### config.mk
export PLATFORM = sky130hd
export DESIGN_NAME = sync_fifo_flat
export DESIGN_NICKNAME = d
export VERILOG_FILES = /design/src/rtl/sync_fifo_if.sv /design/src/rtl/sync_fifo.sv /design/src/flat_wrapper.sv
export SDC_FILE = /design/constraint.sdc
export NUM_CORES = 1
export LEC_CHECK = 0
export CORE_ASPECT_RATIO = 2
export CORE_MARGIN = 3
export CORE_UTILIZATION = 60
export DETAILED_ROUTE_END_ITERATION = 12
export PLACE_DENSITY = 0.79
export SLEW_MARGIN = 10
export SYNTH_ARGS = -nofsm -noshare
export SYNTH_HDL_FRONTEND = slang
export SYNTH_SLANG_ARGS = --single-unit
### constraint.sdc
create_clock -name CLOCK_50 -period 6.9 [get_ports CLOCK_50]
set_input_delay 1.38 -clock CLOCK_50 [delete_from_list [all_inputs] [get_ports CLOCK_50]]
set_output_delay 1.38 -clock CLOCK_50 [all_outputs]
set_load 0.01 [all_outputs]
### src/rtl/sync_fifo_if.sv
// sync_fifo_if: data, handshake, flag and status bundle between a FIFO and its user
interface sync_fifo_if #(
  parameter int WIDTH = 32,
  parameter int DEPTH = 16
);
  localparam int CW = $clog2(DEPTH + 1);
  logic             clear;
  logic             write;
  logic             read;
  logic [WIDTH-1:0] data_in;
  logic [WIDTH-1:0] data_out;
  logic             valid;
  logic             empty;
  logic             full;
  logic             almost_empty;
  logic             almost_full;
  logic [CW-1:0]    count;
  logic             overflow;
  logic             underflow;
  modport master (
    output clear, write, read, data_in,
    input  data_out, valid, empty, full, almost_empty, almost_full, count, overflow, underflow
  );
  modport slave (
    input  clear, write, read, data_in,
    output data_out, valid, empty, full, almost_empty, almost_full, count, overflow, underflow
  );
endinterface

### src/rtl/sync_fifo.sv
// sync_fifo: any-depth synchronous FIFO with FWFT/registered read, flush and sticky error flags
module sync_fifo #(
  parameter int WIDTH    = 32,
  parameter int DEPTH    = 16,
  parameter int AF_LEVEL = DEPTH - 2,
  parameter int AE_LEVEL = 2,
  parameter int FWFT     = 1
) (
  input logic      CLOCK_50,
  input logic      RST,
  sync_fifo_if.slave bus
);
  localparam int AW = DEPTH > 1 ? $clog2(DEPTH) : 1;
  localparam int CW = $clog2(DEPTH + 1);
  logic [WIDTH-1:0] mem [DEPTH];
  logic [AW-1:0]    wr_ptr_q, wr_ptr_d, rd_ptr_q, rd_ptr_d;
  logic [CW-1:0]    count_q, count_d;
  logic [WIDTH-1:0] dout_q, dout_d, head;
  logic             ovf_q, ovf_d, unf_q, unf_d, valid_q, valid_d;
  logic             empty, full, rd_ok, wr_ok;
  assign empty = count_q == '0;
  assign full  = count_q == CW'(DEPTH);
  assign head  = mem[rd_ptr_q];
  // clear masks both requests so a flush never moves data or raises errors
  always_comb begin
    rd_ok    = bus.read & ~empty & ~bus.clear;
    wr_ok    = bus.write & (~full | bus.read) & ~bus.clear;
    wr_ptr_d = bus.clear ? '0 : wr_ok ? (wr_ptr_q == AW'(DEPTH - 1) ? '0 : wr_ptr_q + 1'b1) : wr_ptr_q;
    rd_ptr_d = bus.clear ? '0 : rd_ok ? (rd_ptr_q == AW'(DEPTH - 1) ? '0 : rd_ptr_q + 1'b1) : rd_ptr_q;
    count_d  = bus.clear ? '0 : (wr_ok & ~rd_ok) ? count_q + 1'b1 : (rd_ok & ~wr_ok) ? count_q - 1'b1 : count_q;
    ovf_d    = ~bus.clear & (ovf_q | (bus.write & ~wr_ok));
    unf_d    = ~bus.clear & (unf_q | (bus.read & ~rd_ok));
    valid_d  = rd_ok;
    dout_d   = bus.clear ? '0 : rd_ok ? head : dout_q;
  end
  always_ff @(posedge CLOCK_50 or posedge RST) begin
    if (RST) begin
      wr_ptr_q <= '0;
      rd_ptr_q <= '0;
      count_q  <= '0;
      ovf_q    <= 1'b0;
      unf_q    <= 1'b0;
      valid_q  <= 1'b0;
      dout_q   <= '0;
    end else begin
      wr_ptr_q <= wr_ptr_d;
      rd_ptr_q <= rd_ptr_d;
      count_q  <= count_d;
      ovf_q    <= ovf_d;
      unf_q    <= unf_d;
      valid_q  <= valid_d;
      dout_q   <= dout_d;
    end
  end
  always_ff @(posedge CLOCK_50) begin
    if (wr_ok) mem[wr_ptr_q] <= bus.data_in;
  end
  // in FWFT mode an empty FIFO shows zero so stale RAM never leaks onto data_out
  assign bus.data_out     = FWFT != 0 ? (empty ? '0 : head) : dout_q;
  assign bus.valid        = FWFT != 0 ? ~empty : valid_q;
  assign bus.empty        = empty;
  assign bus.full         = full;
  assign bus.almost_empty = count_q <= CW'(AE_LEVEL);
  assign bus.almost_full  = count_q >= CW'(AF_LEVEL);
  assign bus.count        = count_q;
  assign bus.overflow     = ovf_q;
  assign bus.underflow    = unf_q;
endmodule

### src/flat_wrapper.sv
// flat-port wrapper written by rule: the top's interface ports become plain ports
module sync_fifo_flat 
#(
  parameter int WIDTH    = 32,
  parameter int DEPTH    = 16,
  parameter int AF_LEVEL = DEPTH - 2,
  parameter int AE_LEVEL = 2,
  parameter int FWFT     = 1
)
  (CLOCK_50, RST, bus_clear, bus_write, bus_read, bus_data_in, bus_data_out, bus_valid, bus_empty, bus_full, bus_almost_empty, bus_almost_full, bus_count, bus_overflow, bus_underflow);
  sync_fifo_if #(.WIDTH(WIDTH), .DEPTH(DEPTH)) bus_i ();
  input logic CLOCK_50;
  input logic RST;
  input wire logic [$bits(bus_i.clear)-1:0] bus_clear;
  input wire logic [$bits(bus_i.write)-1:0] bus_write;
  input wire logic [$bits(bus_i.read)-1:0] bus_read;
  input wire logic [$bits(bus_i.data_in)-1:0] bus_data_in;
  output wire logic [$bits(bus_i.data_out)-1:0] bus_data_out;
  output wire logic [$bits(bus_i.valid)-1:0] bus_valid;
  output wire logic [$bits(bus_i.empty)-1:0] bus_empty;
  output wire logic [$bits(bus_i.full)-1:0] bus_full;
  output wire logic [$bits(bus_i.almost_empty)-1:0] bus_almost_empty;
  output wire logic [$bits(bus_i.almost_full)-1:0] bus_almost_full;
  output wire logic [$bits(bus_i.count)-1:0] bus_count;
  output wire logic [$bits(bus_i.overflow)-1:0] bus_overflow;
  output wire logic [$bits(bus_i.underflow)-1:0] bus_underflow;
  assign bus_i.clear = bus_clear;
  assign bus_i.write = bus_write;
  assign bus_i.read = bus_read;
  assign bus_i.data_in = bus_data_in;
  assign bus_data_out = bus_i.data_out;
  assign bus_valid = bus_i.valid;
  assign bus_empty = bus_i.empty;
  assign bus_full = bus_i.full;
  assign bus_almost_empty = bus_i.almost_empty;
  assign bus_almost_full = bus_i.almost_full;
  assign bus_count = bus_i.count;
  assign bus_overflow = bus_i.overflow;
  assign bus_underflow = bus_i.underflow;
  sync_fifo #(.WIDTH(WIDTH), .DEPTH(DEPTH), .AF_LEVEL(AF_LEVEL), .AE_LEVEL(AE_LEVEL), .FWFT(FWFT)) u_core (.CLOCK_50(CLOCK_50), .RST(RST), .bus(bus_i));
endmodule
# Word level (Yosys, flattened, before mapping)
# Memories as Yosys holds them, arrays and structs flattened.
# Index checks and enable logic that the tools add are counted.
# totals
reg_bits,15
ram_bits,512
in_bits,37
output_inout_bits,44
elab_cells,49
mem_count,1
# op_classes
addsub,4
magnitude_cmp,2
eq_ne,3
n_mux,12
n_bitwise,18
n_reduce_logical,4
# memory_table
name,depth,word_bits,read_ports,rd_ports_with_merged_regs,wr,line,source
u_core.mem,16,32,1,0,1,sync_fifo.sv:15,logic [WIDTH-1:0] mem [DEPTH];
# op_table
cell,n
32-bit two-way mux,1
4-bit two-way mux,6
5-bit two-way mux,3
1-bit AND,10
4-bit by 1-bit adder with 4-bit output (second input constant),2
4-bit == test (second input constant),2
5-bit by 1-bit adder with 5-bit output (second input constant),1
5-bit == test (second input constant),1
5-bit by 4-bit >= comparator with 1-bit output (second input constant),1
5-bit by 2-bit less-or-equal comparator with 1-bit output (second input constant),1
5-bit zero test,1
1-bit NOT,5
5-bit by 1-bit subtractor with 5-bit output (second input constant),1
2-bit nonzero test,2
1-bit bitwise OR,3
3-bit nonzero test,1
1-bit two-way mux,2

# Logic depth before layout (Yosys ltp)
# logic_depth
ltp_word,10
mapped_depth,9
mapped_depth_nobuf,8

# Worst setup path after synthesis
# Ideal clock, no wire load.
# synth_timing
kind,input to register
from,input bus_clear
to,memory u_core.mem[7][0] (enable)
setup_time_ns,0.461
t_arrival_ns,4.072
t_required_ns,6.439
path_slack_ns,2.367
cell_stages,3
n_path_buf,1
path_cell_list,buf_1 -> or2_2 -> nor3_1
# synth_between
elab_chain_len,4
# synth_lines
element,line,source
from (decl),flat_wrapper.sv:14,input wire logic [$bits(bus_i.clear)-1:0] bus_clear;
1-bit NOT,sync_fifo.sv:27,wr_ok = bus.write & (~full | bus.read) & ~bus.clear;
1-bit AND,sync_fifo.sv:27,
1-bit two-way mux,sync_fifo.sv:56,if (wr_ok) mem[wr_ptr_q] <= bus.data_in;
1-bit two-way mux (not written as such),sync_fifo.sv:56,
to (decl),sync_fifo.sv:15,
# No other way between the ends.

# Worst setup path in the final report
# layout_timing
from,register u_core.rd_ptr_q[1]
to,output bus_data_out[11]
# layout_between
elab_chain_len,2
# layout_lines
element,line,source
from (decl),sync_fifo.sv:16,"logic [AW-1:0] wr_ptr_q, wr_ptr_d, rd_ptr_q, rd_ptr_d;"
from (signal assigned),sync_fifo.sv:47,rd_ptr_q <= rd_ptr_d;
memory 16 x 32 bit,n/a,
32-bit two-way mux,sync_fifo.sv:59,assign bus.data_out = FWFT != 0 ? (empty ? '0 : head) : dout_q;
to (decl),flat_wrapper.sv:18,output wire logic [$bits(bus_i.data_out)-1:0] bus_data_out;
# No other way between the ends.

==> impl_metrics.toml <==
[logic_synthesis]
synth_area_per_cell_um2 = 22.3
ys_top_cells_by_count = "512 x edfxtp_1, 128 x mux4_2, 44 x nor2_1, 35 x mux2i_1, 32 x a221o_1"
ys_seq_area_frac = 0.770
yosysWarningCount = 0
ys_async_sr_fraction = 0.0285
postSynthCellCount = 916
yosysMostFrequentCell = "edfxtp_1"
synth.distinct_cells = 48
synth_top_flop_cell = "edfxtp_1"
ys_ff_latch = 527
synth.cell_area_um2 = 20400
synthTopCellsByArea = "edfxtp_1 75%, mux4_2 14%, dfrtp_1 1.8%"
synth_edf_count = 512
netlist.area_leader.share = 0.752
syn_nets = 963
synth_top_cell_by_area = "edfxtp_1"

[global_route]
track_usage = 0.250
grt_pass1_vias = 10300
grt_overflow_total = 0
antenna_found_initial = 1
grt_pass1_wl_um = 65600
grt_max_degree = 62

[final_layout]
area_growth_pct = 13.1
finalNonFillerCells = 1478
final_area_um2 = 23100
final_nets = 1060
drive_gt1_frac = 0.226
final_core_util = 0.687
antenna_cells = 0

[timing]
setup_tns_ps = 0
finalHoldViolCount = 0
min_period_ps = 5200
finalCritPeriodShare = 0.753
rsz0062_at_grt = "no"
setup_viol = 0
worst_slew_margin_rel = 0.207
worst_slack_ps = 1700
max_freq_mhz = 192
slew_viol_final = 0
skew_ps = 18.7
worst_slew_pin_slew_ps = 1190

[clocking]
h-tree-depth = 2
cts_buffers = 42
clk-insertion-delay-late_ps = 550
cts_sinks = 527
clk_pin_slew_ps = 70
clockBufferDepth = 3
cts-root-buf = "clkbuf_16"
cts_tree = "built"
postCtsSetupRepairBufs = 0
cts_hold_buf = 0
ctsResizeCount = 0

[floorplan]
die_w_um = 137
dieArea_um2 = 36500
die_h_um = 267
initial_core_util = 0.608
rows = 95
core_um2 = 33600
ios = 81

[outcome]
outcome = "complete, no violations"

[detailed_routing]
drc = 0
num_vias = 9761
wl_um = 43600
drt_iter0_markers = 966
drt-pass1-iter-count = 5
via_per_inst = 6.60
antenna_left = 0
wl_per_cell_um = 29.5

[setup_path]
cp-start-kind = "flop"
crit_fanout = 61
endpoint_kind = "output port"
r2r_cells = 8
cp.required_ps = 5520
critPathArrivalTime_ps = 3820
crit_type = "reg -> out"

[pwr]
power_density_nw_per_um2 = 331
power.leakage_nw = 7.17
peakVddDrop_v = 0.000266

[min_path]
min_path_type = "reg -> reg"
hold_path_depth = 2

[placement]
pre_cts_ws_ps = 2280
dpl_cell_area_um2 = 21800
gp_congestion = 0.747
placed_cells = 1405
dpl.hpwl_um = 22000
port_buffers = 80

[flow_run]
maxCapViolCount = 0
[sequential cells by signal, summed over array words and instances, names as in the netlist]
| name | count |
|---|---|
| u_core.rd_ptr_q | 4 |
| u_core.wr_ptr_q | 4 |
| u_core.bus.count | 5 |
| u_core.bus.underflow | 1 |
| u_core.bus.overflow | 1 |
| u_core.mem | 512 |
[path summary, 6_finish.rpt]
path                       slack (ps)                 start              endpoint
setup / recovery                 1700    u_core.rd_ptr_q[1]      bus_data_out[11]
hold / removal                    500  u_core.bus.underflow  u_core.bus.underflow
setup reg to reg                 3530   u_core.bus.count[0]   u_core.bus.count[4]
hold reg to reg                   500  u_core.bus.underflow  u_core.bus.underflow
max in group asynchronous        5250                   RST    u_core.rd_ptr_q[1]
min in group asynchronous        1200                   RST    u_core.wr_ptr_q[1]
[power breakdown]
part | switching (mW) | leakage [nW] | internal [mW]
Sequential | 0.139 | 4.81 | 3.56
Combinational | 0.721 | 1.71 | 0.826
Clock | 1.06 | 0.655 | 1.34
Total | 1.92 | 7.17 | 5.73
[metal layers]
layer / vias to the layer above / share of wire / track usage
met2: 461 / 0.54 / 0.425
met4: 2 / 0.039 / 0.110
met3: 109 / 0.060 / 0.0385
met5: - / 0.00030 / 0
li1: 4060 / - / -
met1: 5129 / 0.36 / 0.321
[cells in the final DEF (no fill, tap or decap), types with 3 or more instances in the layout]
cell and count:
clkbuf_16 42, inv_1 6, a21oi_1 13, dfrtp_1 12, buf_4 21, mux4_2 128, xor2_1 3, clkdlybuf4s50_1 80
bufinv_16 6, edfxtp_1 512, clkinv_2 4, nor2b_1 3, nand2_1 7, a221o_1 32, and2_1 3, and3_2 6
ha_1 9, clkinv_1 12, nand3_1 6, and2_2 8, nor2_1 44, mux2i_1 35, clkbuf_1 6
[kinds of logic (layout without fill, tap and decap cells)]
family / Yosys count / in the layout / synth area share
XOR/XNOR: 3 / 3 / 0.00129
AND/OR/NAND/NOR: 92 / 92 / 0.0229
AO/OA/AOI/OAI: 66 / 66 / 0.0276
flip-flops: 527 / 527 / 0.770
buffers and inverters: 55 / 181 / 0.0134
multiplexers: 163 / 163 / 0.158
adder cells (fa/ha/maj): 10 / 10 / 0.00649
[layout make-up]
| type | instances | area, um^2 |
|---|---|---|
| clock buffers | 48 | 1070 |
| clock inverters | 25 | 278 |
| fillers | 1995 | 10500 |
| inverters | 6 | 22.5 |
| multi-input cells | 334 | 4460 |
| flip-flops and latches | 527 | 15800 |
| well taps | 436 | 546 |
| repair buffers | 102 | 978 |
[worst max-delay path: stages, from the launching register on]
cell	delay [ps]
dfrtp_4	1130
buf_4	450
mux4_2	560
mux2i_1	180
nor2_1	70
a221o_1	320
clkdlybuf4s50_1	500
[through the flow]
step / hold WS, ps / total power [mW]
6_report: 499 / 7.64
5_1_grt: 530 / 7.91
4_1_cts: 510 / 7.70
3_5_place_dp: 492 / 5.32
3_3_place_gp: 493 / 5.30
2_1_floorplan: 526 / 4.70
(Power assumes the default switching activity.)
